===== src/rtl/tdc_pkg.sv =====
// Shared constants and types for the TDC thermometer-to-binary error path.
package tdc_pkg;

    localparam int TDC_WIDTH = 32;
    localparam int TDC_CNT_W = 6;
    localparam int TDC_ERR_W = 7;

    typedef logic signed [TDC_ERR_W-1:0] err_t;
    typedef logic [TDC_CNT_W-1:0]        cnt_t;

    typedef enum logic [1:0] {
        UNLOCKED,
        ACQUIRING,
        LOCKED
    } lock_state_e;

endpackage


===== src/rtl/therm_decode.sv =====
// Thermometer word to popcount, plus a flag for codes not of the form 2^k-1.
module therm_decode
    import tdc_pkg::*;
#(
    parameter int WIDTH = TDC_WIDTH,
    parameter int CNT_W = TDC_CNT_W
) (
    input  logic [WIDTH-1:0] code,
    output logic [CNT_W-1:0] cnt,
    output logic             bubble
);

    always_comb begin
        cnt = '0;
        for (int i = 0; i < WIDTH; i++)
            cnt = cnt + CNT_W'(code[i]);
    end

    // 2^k-1 shares no set bit with its own increment; any overlap means a hole
    assign bubble = |(code & (code + WIDTH'(1)));

endmodule


===== src/rtl/tdc_therm2bin_err.sv =====
// Capture -> decode -> output-register pipeline turning up/dwn thermometer words
// into a signed phase error with valid/ready hand-off and a lock tracker.
module tdc_therm2bin_err
    import tdc_pkg::*;
#(
    parameter int WIDTH    = TDC_WIDTH,
    parameter int CNT_W    = TDC_CNT_W,
    parameter int ERR_W    = TDC_ERR_W,
    parameter int LOCK_TOL = 1,
    parameter int LOCK_CNT = 16
) (
    input  logic             fb_clk,
    input  logic             reset_trig,
    input  logic             en,
    input  logic [WIDTH-1:0] up_therm,
    input  logic [WIDTH-1:0] dwn_therm,
    output logic [ERR_W-1:0] err_out,
    output logic             err_valid,
    input  logic             err_ready,
    output logic             sat_up,
    output logic             sat_dn,
    output logic             bubble_err,
    output logic             overrun,
    output logic             locked
);

    localparam int NUM_LANES = 2;   // lane 0 = up, lane 1 = dwn
    localparam int STAGES    = 1;
    localparam int LCNT_W    = $clog2(LOCK_CNT + 1);
    localparam logic signed [ERR_W-1:0] TOL = ERR_W'(LOCK_TOL);

    logic [STAGES:0]                 vld_pipe;
    logic [NUM_LANES-1:0][WIDTH-1:0] code_q;
    logic [NUM_LANES-1:0][CNT_W-1:0] cnt_d;
    logic [NUM_LANES-1:0][CNT_W-1:0] cnt_q;
    logic [NUM_LANES-1:0]            bub_d;

    for (genvar l = 0; l < NUM_LANES; l++) begin : g_lane
        therm_decode #(.WIDTH(WIDTH), .CNT_W(CNT_W)) u_dec (
            .code   (code_q[l]),
            .cnt    (cnt_d[l]),
            .bubble (bub_d[l])
        );
    end

    always_ff @(posedge fb_clk or posedge reset_trig) begin
        if (reset_trig) begin
            vld_pipe   <= '0;
            code_q     <= '0;
            cnt_q      <= '0;
            bubble_err <= 1'b0;
        end else begin
            vld_pipe <= {vld_pipe[STAGES-1:0], en};
            if (en)
                code_q <= {dwn_therm, up_therm};
            if (vld_pipe[0]) begin
                cnt_q <= cnt_d;
                if (|bub_d)
                    bubble_err <= 1'b1;
            end
        end
    end

    logic xfer;
    logic held;
    assign xfer = err_valid && err_ready;
    assign held = err_valid && !err_ready;

    // A held result is never replaced; a decode arriving behind it is lost.
    always_ff @(posedge fb_clk or posedge reset_trig) begin
        if (reset_trig) begin
            err_out   <= '0;
            err_valid <= 1'b0;
            sat_up    <= 1'b0;
            sat_dn    <= 1'b0;
            overrun   <= 1'b0;
        end else begin
            if (vld_pipe[STAGES] && !held) begin
                err_out   <= ERR_W'(cnt_q[0]) - ERR_W'(cnt_q[1]);
                sat_up    <= (cnt_q[0] == CNT_W'(WIDTH));
                sat_dn    <= (cnt_q[1] == CNT_W'(WIDTH));
                err_valid <= 1'b1;
            end else if (xfer) begin
                err_valid <= 1'b0;
            end
            if (vld_pipe[STAGES] && held)
                overrun <= 1'b1;
        end
    end

    lock_state_e       state, state_n;
    logic [LCNT_W-1:0] lock_cnt, lock_cnt_n;
    logic              in_tol;

    assign in_tol = !sat_up && !sat_dn &&
                    ($signed(err_out) <= TOL) && ($signed(err_out) >= -TOL);

    always_ff @(posedge fb_clk or posedge reset_trig) begin
        if (reset_trig) begin
            state    <= UNLOCKED;
            lock_cnt <= '0;
        end else begin
            state    <= state_n;
            lock_cnt <= lock_cnt_n;
        end
    end

    always_comb begin
        state_n    = state;
        lock_cnt_n = lock_cnt;
        if (xfer) begin
            if (in_tol) begin
                if (lock_cnt != LCNT_W'(LOCK_CNT))
                    lock_cnt_n = lock_cnt + LCNT_W'(1);
                state_n = (lock_cnt_n == LCNT_W'(LOCK_CNT)) ? LOCKED : ACQUIRING;
            end else begin
                lock_cnt_n = '0;
                state_n    = UNLOCKED;
            end
        end
    end

    assign locked = (state == LOCKED);

endmodule


===== config.mk =====
export PLATFORM = sky130hd
export DESIGN_NAME = tdc_therm2bin_err
export DESIGN_NICKNAME = d
export VERILOG_FILES = /design/src/rtl/tdc_pkg.sv /design/src/rtl/therm_decode.sv /design/src/rtl/tdc_therm2bin_err.sv
export SDC_FILE = /design/constraint.sdc
export NUM_CORES = 1
export LEC_CHECK = 0
export ABC_AREA = 0
export BUFFER_PORTS_ARGS = -buffer_cell sky130_fd_sc_hd__buf_2
export CAP_MARGIN = 20
export CELL_PAD_IN_SITES_DETAIL_PLACEMENT = 1
export CELL_PAD_IN_SITES_GLOBAL_PLACEMENT = 1
export CORE_AREA = 2 2 121 123
export CTS_BUF_LIST = sky130_fd_sc_hd__clkbuf_4 sky130_fd_sc_hd__clkbuf_8
export DETAILED_ROUTE_END_ITERATION = 6
export DIE_AREA = 0 0 123 125
export GPL_ROUTABILITY_DRIVEN = 0
export PLACE_DENSITY = 0.84
export SYNTH_ARGS = -nofsm -noshare
export SYNTH_HDL_FRONTEND = slang
export SYNTH_SLANG_ARGS = --single-unit

===== constraint.sdc =====
create_clock -name fb_clk -period 6 [get_ports fb_clk]
set_input_delay 0.3 -clock fb_clk [delete_from_list [all_inputs] [get_ports fb_clk]]
set_output_delay 0.3 -clock fb_clk [all_outputs]
set_load 0.01 [all_outputs]

==> impl_metrics.csv <==
group,metric,value,unit
place,post-dp-hpwl,13400,um
cts,clockRootBuffer,"clkbuf_8",
outcome,outcome,"complete, no violations",
cts,clk_pin_slew,0.10,ns
sta,finalCriticalPeriod,5.39,ns
sta,slew_violations,0,
critical_path,cp-end-kind,"flip-flop",
drt,drc,0,
synthesis,synthXorXnorAreaFrac,1.83,%
synthesis,ys_seq_area_share,39.1,%
synthesis,ys_ff_latch,97,
synthesis,muxShareOfSynthArea,3.99,%
hold_path,hp-start,"up_therm[13]",
drt,drtIter0Drc,257,
floorplanning,core,0.0142,sq mm
cts,cts_max_level,3,
critical_path,arrival,5.71,ns
floorplanning,die_h,125,um
power,p_per_area,593,mW/mm^2
drt,vias,5005,
cts,clock_sinks,97,
synthesis,syn_avg_cell_area,9.62,sq um
sta,rsz0062_at_grt,"no",
floorplanning,rows,44,
synthesis,synth_fa_ha_area_share,21.0,%
grt,grt_pass1_wl,27900,um
synthesis,netlist_instances,645,
cells_and_area,n_antenna_cell,0,
cts,cts_tree,"yes",
synthesis,synth_warnings,0,
cells_and_area,final_util,49.4,%
synthesis,yosys.area_share.simple,13.6,%
cts,cts_buffer_depth,2,
cells_and_area,layout.nets,867,
sta,fin_skew,0.0130,ns
critical_path,crit_path_top_delay_cell,"fa_1",
cts,postCtsSetupBuffers,0,
grt,grt_pass1_vias,5576,
critical_path,worst-setup-path-type,"reg2reg",
synthesis,synth.net_count,788,
sta,tns,0,ns
sta,period_share,89.8,%
power,ir_drop,376,uV
cells_and_area,final_common_cell,"inv_1",
synthesis,ys_async_sr_fraction,100,%
drt,wl_per_cell,18.8,um
synthesis,synth_compound_area_share,12.8,%
grt,grtUsageTotal,23.7,%
critical_path,r2r_start,"code_q[32]",
sta,max_freq,186,MHz
synthesis,synth_cell_type_count,46,
cells_and_area,final_cell_mix,"inv_1 (109), nand2_1 (98), dfrtp_1 (97)",
power,p_leak,3.35,nW
floorplanning,num_io_pins,81,
synthesis,synth_top_family_by_area,"adder cells",
cts,cts_buffers,9,
grt,grt_max_degree,111,
drt,drt_pass1_iterations,4,
cts,worstSkewPairLatency,0.40,ns
hold_path,hp-class,"in2reg",
floorplanning,die_area,0.0154,sq mm
critical_path,path_cells,"inv_1 -> ha_1 -> fa_1 -> fa_1 -> fa_1 -> fa_1 -> fa_1 -> fa_1 -> inv_1 -> fa_1 -> fa_1 -> a21o_1 -> a21oi_1 -> xnor2_1 -> nand2_1 -> o21ai_0",
cells_and_area,regArea,0.00243,sq mm
cells_and_area,multi_input_area,0.00331,sq mm
cts,cts_resized,0,
run,drv_cap,0,
sta,slew_headroom,30.6,%
critical_path,slowest_delay,0.56,ns
critical_path,crit_required,6.33,ns
sta,hold_viol_final,0,
critical_path,critPathMaxFanout,4,
drt,post_drt_via_cell_ratio,5.49,
sta,tightest_slew,1.04,ns
grt,antenna_found_initial,0,
critical_path,cp-start-kind,"flip-flop",
drt,ant_nets,0,
floorplanning,start_util,43.7,%
sta,setup_viol,0,
cts,cts_hold_buf,1,
cells_and_area,drive_gt1_share,17.3,%
cells_and_area,nFillCells,1661,
floorplanning,die_w,123,um
drt,postRouteWirelength,17100,um
synthesis,synth-edff-count,0,
cells_and_area,area_growth,12.9,%
place,portBuffers,80,
synthesis,synth.cell_area,0.00621,sq mm
grt,grt-ovfl-total,0,
critical_path,crit_top_cell,"fa_1",
critical_path,worst_setup_path_startpoint,"code_q[32]",
synthesis,ys.flop_type,"dfrtp_1",
-- metrics by stage --
| step | setup WS, ns | hold slack [ns] | power (W) | instance area, sq um | cells |
|---|---|---|---|---|---|
| after CTS | 0.608 | 0.0975 | 0.00417 | 7010 | 912 |
| after detailed placement | 0.621 | 0.195 | 0.00372 | 6820 | 896 |
| after global routing | 0.440 | 0.106 | 0.00455 | 7010 | 912 |
| after floorplan | 0.918 | 0.331 | 0.00298 | 6210 | 645 |
| after global placement | 0.773 | 0.189 | 0.00348 | 6790 | 895 |
| final | 0.614 | 0.104 | 0.00416 | 7010 | 912 |
-- routing by layer --
layer	track usage, %	vias to the layer above	wire length [um]
met1	29.0	2554	7320
met5	0	-	0
met4	11.2	0	564
li1	-	2295	-
met2	40.9	116	8680
met3	3.60	40	590
-- cells by family after synthesis --
group,after synthesis
AND/OR/NAND/NOR,179
AO/OA/AOI/OAI,134
buffers and inverters,125
flip-flops,97
adder cells (fa/ha/maj),75
multiplexers,22
XOR/XNOR,13
-- state kept, by name (all words and copies together), names as in the netlist --
signal	cells
overrun	1
cnt_q	12
lock_cnt	5
err_out	7
vld_pipe	2
bubble_err	1
err_valid	1
state	2
code_q	64
sat_up	1
sat_dn	1
-- final cells by class --
cell class / instances / share of cell area, %
well taps: 184 / 3.28
repair buffers: 83 / 6.39
clock buffers: 10 / 1.96
clock inverters: 5 / 0.589
inverters: 110 / 5.93
multi-input cells: 423 / 47.2
flip-flops and latches: 97 / 34.6
-- final timing paths --
kind,to,slack [ns],depth (start not counted)
worst max-delay path,cnt_q[10],0.61,16
worst min-delay path,code_q[13],0.10,3
worst max register to register,cnt_q[10],0.61,16
worst min register to register,err_valid,0.48,2
max in group asynchronous,code_q[48],4.70,5
min in group asynchronous,code_q[3],0.31,3
-- where the power goes --
| group | internal, W | leakage (nW) | switching (W) | total, W |
|---|---|---|---|---|
| clock network | 0.000163 | 0.0850 | 0.000256 | 0.000419 |
| registers | 0.000782 | 1.18 | 0.000118 | 0.000901 |
| logic | 0.00129 | 2.08 | 0.00155 | 0.00284 |
| total | 0.00223 | 3.35 | 0.00193 | 0.00416 |
-- cells in the mapped netlist, drive strengths merged (9+ instances only) --
library cell	number	area [sq um]
xnor2	9	78.8
nand4	16	100
fa	49	981
o21ai	74	370
ha	26	325
nor2	15	56.3
clkbuf	12	45.0
nand2	98	368
inv	110	413
a21oi	16	80.1
nand3	18	100
dfrtp	97	2430
mux2	22	248
-- worst max-delay path: cells and delay by family, from the launching register on --
family,cells,cell delay [ns]
adders and majority gates,9,4.08
AOI/OAI and AO/OA,3,0.46
DFF,1,0.43
xor gates and xnor gates,1,0.14
buffers and inverters,2,0.13
and+or+nand+nor,1,0.08
Note: power is estimated with default switching activity, not from simulation.
